`src/rtl/wb_arb_rr_param.sv`:
```
// rtl/wb_arb_rr_param.sv - parametrised round-robin Wishbone bus arbiter
// Rotating priority from the last winner, optional hold limit applied at transfer boundaries.
module wb_arb_rr_param #(
    parameter int  NM        = 4,
    parameter int  MAX_HOLD  = 0,
    parameter bit  PARK_LAST = 1'b1,
    localparam int GW        = $clog2(NM)
) (
    input  logic          clk,
    input  logic          rstn,
    input  logic [NM-1:0] req,
    input  logic          ack_done,
    output logic [GW-1:0] gnt,
    output logic [NM-1:0] gnt_oh,
    output logic          grant_vld,
    output logic [15:0]   hold_cnt
);

    localparam logic [0:0]    ST_IDLE  = 1'b0;
    localparam logic [0:0]    ST_BUSY  = 1'b1;
    localparam logic [GW-1:0] PTR_RST  = GW'(NM - 1);
    localparam logic [15:0]   HOLD_LIM = 16'((MAX_HOLD > 0) ? (MAX_HOLD - 1) : 0);
    localparam bit            HOLD_EN  = (MAX_HOLD != 0);

    logic [0:0]    state_q, state_d;
    logic [GW-1:0] gnt_q, gnt_d;
    logic [GW-1:0] ptr_q, ptr_d;
    logic [NM-1:0] gnt_oh_q, gnt_oh_d;
    logic [15:0]   hold_q, hold_d;

    logic [GW:0]   pick_idle;
    logic [GW:0]   pick_next;
    logic          own_req;
    logic          other_req;

    // Returns {found, index} of the nearest requester at distance 1..span after base;
    // distance NM means base itself, so span=NM-1 never returns to base.
    function automatic logic [GW:0] rr_pick(input logic [NM-1:0] r,
                                            input logic [GW-1:0] base,
                                            input int            span);
        logic [GW:0] res;
        int          best;
        int          d;
        res  = '0;
        best = NM + 1;
        for (int i = 0; i < NM; i++) begin
            d = i - int'(base);
            if (d <= 0) d = d + NM;
            if (r[i] && (d <= span) && (d < best)) begin
                best = d;
                res  = {1'b1, GW'(i)};
            end
        end
        return res;
    endfunction

    always_comb begin
        state_d   = state_q;
        gnt_d     = gnt_q;
        ptr_d     = ptr_q;
        hold_d    = hold_q;
        gnt_oh_d  = '0;
        pick_idle = rr_pick(req, ptr_q, NM);
        pick_next = rr_pick(req, gnt_q, NM - 1);
        own_req   = |(req & gnt_oh_q);
        other_req = |(req & ~gnt_oh_q);

        if (state_q == ST_IDLE) begin
            hold_d = '0;
            if (pick_idle[GW]) begin
                state_d = ST_BUSY;
                gnt_d   = pick_idle[GW-1:0];
                ptr_d   = pick_idle[GW-1:0];
            end else if (!PARK_LAST) begin
                gnt_d = '0;
            end
        end else if (!own_req) begin
            // Owner released: hand over without an idle gap when anyone else waits
            hold_d = '0;
            if (pick_next[GW]) begin
                gnt_d = pick_next[GW-1:0];
                ptr_d = pick_next[GW-1:0];
            end else begin
                state_d = ST_IDLE;
                if (!PARK_LAST) gnt_d = '0;
            end
        end else if (HOLD_EN && (hold_q >= HOLD_LIM) && ack_done && other_req) begin
            hold_d = '0;
            gnt_d  = pick_next[GW-1:0];
            ptr_d  = pick_next[GW-1:0];
        end else if (hold_q != 16'hFFFF) begin
            hold_d = hold_q + 16'd1;
        end

        for (int i = 0; i < NM; i++) begin
            gnt_oh_d[i] = (state_d == ST_BUSY) && (gnt_d == GW'(i));
        end
    end

    always_ff @(posedge clk or negedge rstn) begin
        if (!rstn) begin
            state_q  <= ST_IDLE;
            gnt_q    <= '0;
            ptr_q    <= PTR_RST;
            gnt_oh_q <= '0;
            hold_q   <= '0;
        end else begin
            state_q  <= state_d;
            gnt_q    <= gnt_d;
            ptr_q    <= ptr_d;
            gnt_oh_q <= gnt_oh_d;
            hold_q   <= hold_d;
        end
    end

    assign gnt       = gnt_q;
    assign gnt_oh    = gnt_oh_q;
    assign grant_vld = (state_q == ST_BUSY);
    assign hold_cnt  = hold_q;

endmodule

```
`config.mk`:
```
export PLATFORM = sky130hd
export DESIGN_NAME = wb_arb_rr_param
export DESIGN_NICKNAME = d
export VERILOG_FILES = /design/src/rtl/wb_arb_rr_param.sv
export SDC_FILE = /design/constraint.sdc
export NUM_CORES = 1
export LEC_CHECK = 0
export CORE_MARGIN = 1.5
export CORE_UTILIZATION = 24
export DETAILED_ROUTE_END_ITERATION = 7
export MAX_ROUTING_LAYER = met4
export PLACE_DENSITY = 0.53
export SETUP_SLACK_MARGIN = 0.4
export SLEW_MARGIN = 20
export SYNTH_ARGS = -nofsm -noshare
export SYNTH_HDL_FRONTEND = slang
export SYNTH_SLANG_ARGS = --single-unit
```
`constraint.sdc`:
```
create_clock -name clk -period 6.2 [get_ports clk]
set_input_delay 1.24 -clock clk [delete_from_list [all_inputs] [get_ports clk]]
set_output_delay 1.24 -clock clk [all_outputs]
set_load 0.02 [all_outputs]
```
# [Word level (Yosys, flattened, before mapping)]
# Index checks and enable logic that the tools add are counted.
[word_totals] reg_bits=25 in_bits=7 out_inout_bits=23 wordCells=115
[op_classes] n_addsub=17 magnitude_cmp=24 n_eq_ne=7 n_mux=37 bitwise_logic=1 n_reduce_logical=24
[ops] operator="$mux W32" n=14
[ops] operator="$lt A32 B32 Y1" n=6
[ops] operator="$le A32 B3 Y1 const B" n=4
[ops] operator="$le A32 B4 Y1 const B" n=4
[ops] operator="$lt A32 B4 Y1 const B" n=2
[ops] operator="$mux W16" n=3
[ops] operator="$add A3 B4 Y5 const B" n=8
[ops] operator="$le A3 B1 Y1 const B" n=8
[ops] operator="$mux W3" n=8
[ops] operator="$logic_and A1 B1 Y1" n=20
[ops] operator="$add A16 B1 Y16 const B" n=1
[ops] operator="$mux W2" n=8
[ops] operator="$ne A16 B16 Y1 const B" n=1
[ops] operator="$sub A1 B2 Y3 const A" n=4
[ops] operator="$sub A2 B2 Y3 const A" n=4
[ops] operator="$and A4 B4 Y4" n=1
[ops] operator="$eq A2 B2 Y1 const B" n=2
[ops] operator="$mux W1" n=4
[ops] operator="$reduce_or A4 Y1" n=1
[ops] operator="$ne A3 B2 Y1 const B" n=1
[ops] operator="$reduce_and A3 Y1" n=1
[ops] operator="$eq A2 B1 Y1 const B" n=1
[ops] operator="$logic_not A2 Y1" n=1
[ops] operator="$ne A2 B1 Y1 const B" n=1
[ops] operator="other kinds (2)" n=2

# [Depth between registers and ports, before layout]
# Gate-level depths: netlist of the first run.
[logic_depth] depth_word=21 ltp_mapped=24 ltp_nobuf=24

# [Worst setup path after synthesis of the first run]
# Ideal clock, no wire load.
[synth_timing] path_kind="input-to-reg" from="input req[0]" to="register gnt_oh_q[1], in the netlist gnt_oh[1]" setup_time_ns=0.073 arrival_ns=5.237 t_required_ns=6.127 slack_ns=0.890 cell_stages=19 path_buffers=0 path_cell_list="nor2b_1 > ha_1 > and4bb_2 > a32oi_1 > nor2_1 > a21o_1 > ha_1 > a211oi_1 > mux2i_1 > a311oi_1 > mux2_2 > ha_1 > nor2b_1 > o21ai_0 > nand2_1 > mux2_2 > a311o_2 > a21boi_0 > nor2b_1"
[synth_between] elab_chain_len=17 word_cells_on_any_way=42 classes_between="6 x order compare; 1 x eq/ne; 22 x mux; 1 x bitwise; 12 x reduce/logical"
[synth_lines] item="from (decl)" line="11" source="input logic [NM-1:0] req,"
[synth_lines] item="$logic_and A1 B1 Y1 (2 in series)" line="49" source="if (r[i] && (d <= span) && (d < best)) begin"
[synth_lines] item="$mux W32" line="49"
[synth_lines] item="$lt A32 B32 Y1" line="49"
[synth_lines] item="$logic_and A1 B1 Y1" line="49"
[synth_lines] item="$mux W32" line="49"
[synth_lines] item="$lt A32 B32 Y1" line="49"
[synth_lines] item="$logic_and A1 B1 Y1" line="49"
[synth_lines] item="$mux W32" line="49"
[synth_lines] item="$lt A32 B32 Y1" line="49"
[synth_lines] item="$logic_and A1 B1 Y1" line="49"
[synth_lines] item="$mux W3" line="49"
[synth_lines] item="$mux W2" line="80" source="if (pick_next[GW]) begin"
[synth_lines] item="$mux W2" line="77" source="end else if (!own_req) begin"
[synth_lines] item="$mux W2" line="68" source="if (state_q == ST_IDLE) begin"
[synth_lines] item="$eq A2 B1 Y1" line="96" source="gnt_oh_d[i] = (state_d == ST_BUSY) && (gnt_d == GW'(i));"
[synth_lines] item="$logic_and A1 B1 Y1 (*)" line="96"
[synth_lines] item="named net gnt_oh_d[1]" line="28" source="logic [NM-1:0] gnt_oh_q, gnt_oh_d;"
[synth_lines] item="to (signal assigned)" line="111" source="gnt_oh_q <= gnt_oh_d;"
[synth_lines] item="to (decl)" line="28"
# The timed path passes the listed nets; every way through them passes the cells marked *.
# A chain may end at the register's enable or synchronous reset.

# [Final worst setup path of the first run]
[layout_timing] from="input req[0]" to="register gnt_oh_q[2], in the netlist gnt_oh[2]"
[layout_between] elab_chain_len=17 word_cells_on_any_way=42 classes_between="6 x order compare; 1 x eq/ne; 22 x mux; 1 x bitwise; 12 x reduce/logical"
[layout_lines] item="$logic_and A1 B1 Y1 (2 in series)" line="49"
[layout_lines] item="$mux W32" line="49"
[layout_lines] item="$lt A32 B32 Y1" line="49"
[layout_lines] item="$logic_and A1 B1 Y1" line="49"
[layout_lines] item="$mux W32" line="49"
[layout_lines] item="$lt A32 B32 Y1" line="49"
[layout_lines] item="$logic_and A1 B1 Y1" line="49"
[layout_lines] item="$mux W32" line="49"
[layout_lines] item="(+2 left out)"
[layout_lines] item="$mux W3" line="49"
[layout_lines] item="$mux W2" line="80"
[layout_lines] item="$mux W2" line="77"
[layout_lines] item="$mux W2 (*)" line="68"
[layout_lines] item="named net gnt_d[0]" line="26" source="logic [GW-1:0] gnt_q, gnt_d;"
[layout_lines] item="$eq A2 B2 Y1 (*)" line="96"
[layout_lines] item="$logic_and A1 B1 Y1 (*)" line="96"
[layout_lines] item="named net gnt_oh_d[2]" line="28"
# Marked as above.

==> impl_metrics.tcl, run 1 <==
set metrics [dict create \
    postSynthAreaPerCell_um2 9.04 \
    initial_core_util_pct 24.7 \
    synth-seq-cells 25 \
    yosysMostFrequentCell "nor2_1" \
    dp_hpwl_um 3590 \
    slowest_delay_ns 0.48 \
    area_growth_pct 25.7 \
    fillers 865 \
    min_from "ptr_q[0]" \
    via_per_inst 4.70 \
    finalSetupViolations 0 \
    multi_input_area_um2 1410 \
    synth_flop_cell "dfrtp_1" \
    fp.dieW_um 95.0 \
    holdWs_ns 0.513 \
    hold_depth 2 \
    grt_pass1_vias 1628 \
    wl_per_cell_um 12.9 \
    crit_path_start_kind "input pin" \
    hold_viol 0 \
    layout.area.seq_um2 628 \
    antenna_found_initial 0 \
    final_max_slew_viol_count 0 \
    gr-usage-met3_pct 1.04 \
    die_area_um2 9030 \
    cts_hold_buf 0 \
    drv_cap 0 \
    antenna_cells 0 \
    h-tree-depth 1 \
    max_freq_mhz 180 \
    finalCriticalPeriod_ns 5.57 \
    r2r_setup_slack_ns 0.93 \
    grt_max_degree 26 \
    cpMostUsedCell "ha_1" \
    peakVddDrop_uv 163 \
    grt.busiest_layer "met1" \
    rsz0062_at_grt "yes" \
    syn_inst 225 \
    grt_pass1_wl_um 7880 \
    fin_crit_sh_pct 89.8 \
    cts_buffer_depth 2 \
    cts_tree "yes" \
    drt_first_pass_iters 4 \
    worstPathArrival_ns 5.73 \
    cp_slowest_cell "clkdlybuf4s50_1" \
    r2r_end "gnt_oh[2]" \
    synth_edf_count 0 \
    critical_path_buf_inv_count 1 \
    insertion_delay_ns 0.27 \
    numPortBuffers 28 \
    crit_path_end_kind "register" \
    p_leak_nw 1.10 \
    core_um2 8220 \
    root_buffer "clkbuf_8" \
    vias 1725 \
    setup_tns_ns 0 \
    synth_top_area_share_pct 28.3 \
    die_h_um 95.0 \
    dp_cells 362 \
    finalClockSkew_ns 0.00291 \
    cts_buffers 3 \
    synth_top_area_cell "dfrtp_1" \
    path_class "input pin to register" \
    critPathTopFamily "compound AO/OA/AOI/OAI gates" \
    max-slew-margin-rel_pct 61.4 \
    clk_pin_slew_ns 0.09 \
    gp_congestion 0.786 \
    drc 0 \
    max_slew.worst_pin.slew_ns 0.578 \
    hold_path_end "ptr_q[0]" \
    drive_gt1_share_pct 10.7 \
    yosys_warnings 0 \
    ant_nets 0 \
    top_level_ports 30 \
    routed_wl_um 4750 \
    hold_path.class "register to register" \
    ys_seq_area_share_pct 30.9 \
    rows 33 \
    fin_cells 367 \
    r2r_cells 21 \
    syn_area_um2 2030 \
    grt_use_met1_pct 16.8 \
    reg2reg_from "gnt[1]" \
    cp_data_required_time_ns 6.36 \
    synthTopCellsByCount "28 x nor2_1, 26 x ha_1, 23 x dfrtp_1" \
    numClockSinks 25 \
    power_density_nw_per_um2 441 \
    drt_iter0_markers 38 \
    grt_use_total_pct 11.4 \
    synth.area.top_cells "dfrtp_1 28%, ha_1 16%, nor2_1 5.2%" \
    status "finished, final reports clean" \
    fin_nets 296 \
    grt_overflow 0 \
    cp_max_fo 6 \
    path_cells "clkdlybuf4s50_1, nor2b_1, ha_1, and4bb_2, a32oi_4, nor2_1, a21o_1, ha_1, a211oi_1, mux2i_1, a311oi_2, mux2_2, ha_1, nor2b_1, o21ai_1, nand2_1, mux2_2, a311o_2, o21ai_2, and3b_1" \
    async_reset_ff_share_pct 100 \
    use_met2_pct 16.6 \
    ys_types 59 \
]
-- layout by cell type, fill, tap and decap left out, types with 4 or more instances in the layout --
cell type        count
nor2_1              28
clkdlybuf4s50_1     27
ha_1                26
dfrtp_1             23
nand2_1             17
inv_1               11
nand3_1              9
a21oi_1              9
nor2b_1              8
o21ai_0              8
xor2_1               7
nor3_1               6
xnor2_1              5
and2_1               4
conb_1               4
buf_4                4
-- logic make-up (layout without fill, tap and decap cells) --
group | after synthesis | count (layout) | share of synthesized area (%)
buffers and inverters | 12 | 47 | 2.22
flip-flops | 25 | 25 | 30.9
multiplexers | 4 | 4 | 2.09
AO/OA/AOI/OAI | 46 | 46 | 16.2
other | 2 | 4 | 0.369
AND/OR/NAND/NOR | 98 | 98 | 27.0
adder cells (fa/ha/maj) | 26 | 26 | 16.0
XOR/XNOR | 12 | 12 | 5.17
-- power by group --
group	internal, mW	switching (mW)
Clock	0.0460	0.0519
Combinational	0.347	0.437
Sequential	0.203	0.0415
-- timing repair --
item,in CTS,in global routing
buffers inserted,0,1
resized for setup,1,7
pin swaps,0,1
endpoints found under the hold margin,0,0
setup endpoints to repair,3,5
-- flip-flops by register name, summed over array words and instances (netlist names) --
signal / cells
gnt: 2
hold_cnt: 16
ptr_q: 2
grant_vld: 1
gnt_oh: 4
-- stage by stage --
stage / cell area [um^2] / worst slack [ns] / util [%] / total power [mW]
global placement: 2470 / 0.0824 / 30.1 / 0.995
CTS: 2520 / 0.432 / 30.7 / 1.11
global route: 2560 / 0.383 / 31.1 / 1.24
finish: 2560 / 0.630 / 31.1 / 1.13
detailed placement: 2470 / 0.0619 / 30.0 / 1.00
floorplan: 2040 / 0.890 / - / 0.804
-- per-layer routing --
metal / routed length [um] / up-vias
li1: - / 880
met1: 2540 / 800
met2: 1990 / 41
met3: 180 / 4
met4: 37 / 0
met5: 0 / -
-- how the worst max path moves through the flow --
stage	to	startpoint	cells after the start	slack, ns
2_1_floorplan	gnt_oh[1]	req[0]	19	0.89
4_1_cts	gnt_oh[1]	req[0]	20	0.43
3_5_place_dp	gnt_oh[1]	req[0]	20	0.06
3_3_place_gp	gnt_oh[1]	req[0]	20	0.08
5_1_grt	gnt_oh[1]	req[0]	20	0.38
6_report	gnt_oh[2]	req[0]	20	0.63
-- worst register-to-register path, delay by kind of cell, from the launching register on --
family | cells | cell delay [ns]
simple gates | 7 | 1.44
compound gates | 9 | 1.86
buf+inv | 1 | 0.20
flops | 1 | 0.54
fa+ha+maj | 4 | 1.13
-- final cells by class --
type / count / share of cell area [%]
tap: 105 / 5.14
inverter: 11 / 1.62
sequential: 25 / 24.6
clock buffer: 4 / 1.76
timing repair buffer: 32 / 11.9
multi-input combinational: 190 / 55.0
(Power assumes the default switching activity.)
==> inputs of run 2 (changes only) <==
Settings changed: DONT_BUFFER_PORTS from default to 1, PLACE_DENSITY 0.53 to 0.48.
==> run 2 against run 1 <==
  * Clock power decreased by 2.9%
  * Register-to-register slack improved by 0.05 ns
  * Critical endpoint is now gnt_oh[3]
  * Total power fell by 6.4%
  * Largest power group unchanged
  * Largest cell class unchanged
  * Hold slack improved by 0.0018 ns
==> impl_metrics.tcl, run 2 (same netlist as run 1, synthesis figures left out) <==
set metrics [dict create \
    status "finished, final reports clean" \
    numClockSinks 25 \
    layout_common_cells "28 x nor2_1, 26 x ha_1, 23 x dfrtp_1" \
    cts_tree "yes" \
    cts_buffer_depth 2 \
    post-route-util_pct 27.3 \
    root_buffer "clkbuf_8" \
    die_area_um2 9030 \
    grt_overflow 0 \
    max_freq_mhz 189 \
    drt_first_pass_iters 4 \
    area_growth_pct 10.3 \
    worstPathArrival_ns 5.48 \
    insertion_delay_ns 0.26 \
    power.total_mw 1.05 \
    h-tree-depth 1 \
    finalSetupViolations 0 \
    fin_cells 338 \
    vias 1614 \
    rsz0062_at_grt "no" \
    grt_pass1_vias 1587 \
    initial_core_util_pct 24.7 \
    finalClockSkew_ns 0.00283 \
    power_density_nw_per_um2 470 \
    setup_tns_ns 0 \
    rows 33 \
    holdWs_ns 0.515 \
    final_max_slew_viol_count 0 \
    cp_slowest_cell "a311o_2" \
    path_cells "nor2b_1, ha_1, and4bb_2, a32oi_2, nor2_1, a21o_1, ha_1, a211oi_1, mux2i_1, a311oi_1, mux2_2, ha_1, nor2b_1, o21ai_0, nand2_1, mux2_2, a311o_2, a21boi_0, and2_1" \
    max-slew-margin-rel_pct 60.4 \
    numPortBuffers 0 \
    hold_path.class "register to register" \
    post_cts_buffers 0 \
    gp_congestion 0.798 \
    peakVddDrop_uv 98.6 \
    max_slew.worst_pin.slew_ns 0.593 \
    drc 0 \
    fin_crit_sh_pct 85.2 \
    grt_use_total_pct 11.1 \
    core_um2 8220 \
    fp.dieW_um 95.0 \
    dp_hpwl_um 3600 \
    die_h_um 95.0 \
    cp_data_required_time_ns 6.40 \
    final_common_cell "nor2_1" \
    ant_nets 0 \
    fin_nets 267 \
    grt_pass1_wl_um 7710 \
    antenna_cells 0 \
    top_level_ports 30 \
    crit_path_start_kind "input pin" \
    cp_max_fo 7 \
    cpMostUsedCell "ha_1" \
    finalCriticalPeriod_ns 5.28 \
    largest_reg_flops 16 \
    drt_iter0_markers 44 \
    wl_per_cell_um 13.4 \
    dp_cells 334 \
    clk_pin_slew_ns 0.08 \
    grt_max_degree 26 \
    via_per_inst 4.78 \
    crit_path_end_kind "register" \
    cts_buffers 3 \
    p_leak_nw 0.985 \
    slowest_delay_ns 0.42 \
    cts_hold_buf 0 \
    drv_cap 0 \
    routed_wl_um 4530 \
    hold_viol 0 \
    path_class "input pin to register" \
    drive_gt1_share_pct 9.87 \
    antenna_found_initial 0 \
]
## run 2: cell type report
| cell class | instances | area (um^2) |
|---|---|---|
| Clock buffer | 4 | 45.0 |
| Sequential cell | 25 | 628 |
| Timing Repair Buffer | 3 | 22.5 |
| Multi-Input combinational cell | 190 | 1380 |
| Fill cell | 889 | 5970 |
| Inverter | 11 | 41.3 |
| Tap cell | 105 | 131 |
## run 2: worst paths after layout
path                          start      endpoint  slack [ns]  depth (start not counted)
setup / recovery             req[0]     gnt_oh[3]        0.92                         19
hold / removal             ptr_q[0]      ptr_q[0]        0.52                          2
setup reg to reg           ptr_q[0]     gnt_oh[3]        0.98                         21
hold reg to reg            ptr_q[0]      ptr_q[0]        0.52                          2
max in group asynchronous      rstn      ptr_q[1]        5.37                          0
min in group asynchronous      rstn  hold_cnt[11]        0.66                          0
## run 2: critical path: cells and delay by family
kind | cells | cell delay (ns)
AOI/OAI and AO/OA | 7 | 1.89
adders and majority gates | 3 | 0.75
muxes | 3 | 0.76
and+or+nand+nor | 6 | 0.83
## run 2: metrics by stage
step	area (um^2)	setup WS (ns)
3_3_place_gp	2190	0.578
5_1_grt	2240	0.478
2_1_floorplan	2040	0.890
3_5_place_dp	2190	0.535
6_report	2240	0.919
4_1_cts	2240	0.796
## run 2: per-layer routing
layer	part of all wire [%]	wire length [um]	global-route usage (%)
met1	48	2170	14.5
met2	45	2060	18.0
met3	6.2	283	1.99
met4	0.42	19	2.24
met5	0	0	-
## run 2: what timing repair did
item                                    CTS  global route
endpoints found under the setup margin    0             2
endpoints found under the hold margin     0             0
gates resized for setup                   0             1
## run 2: power by group
group	total, mW	switching, mW	leakage [nW]	internal (mW)
sequential	0.261	0.0583	0.330	0.203
combinational	0.698	0.397	0.633	0.301
clock	0.0951	0.0493	0.0228	0.0459
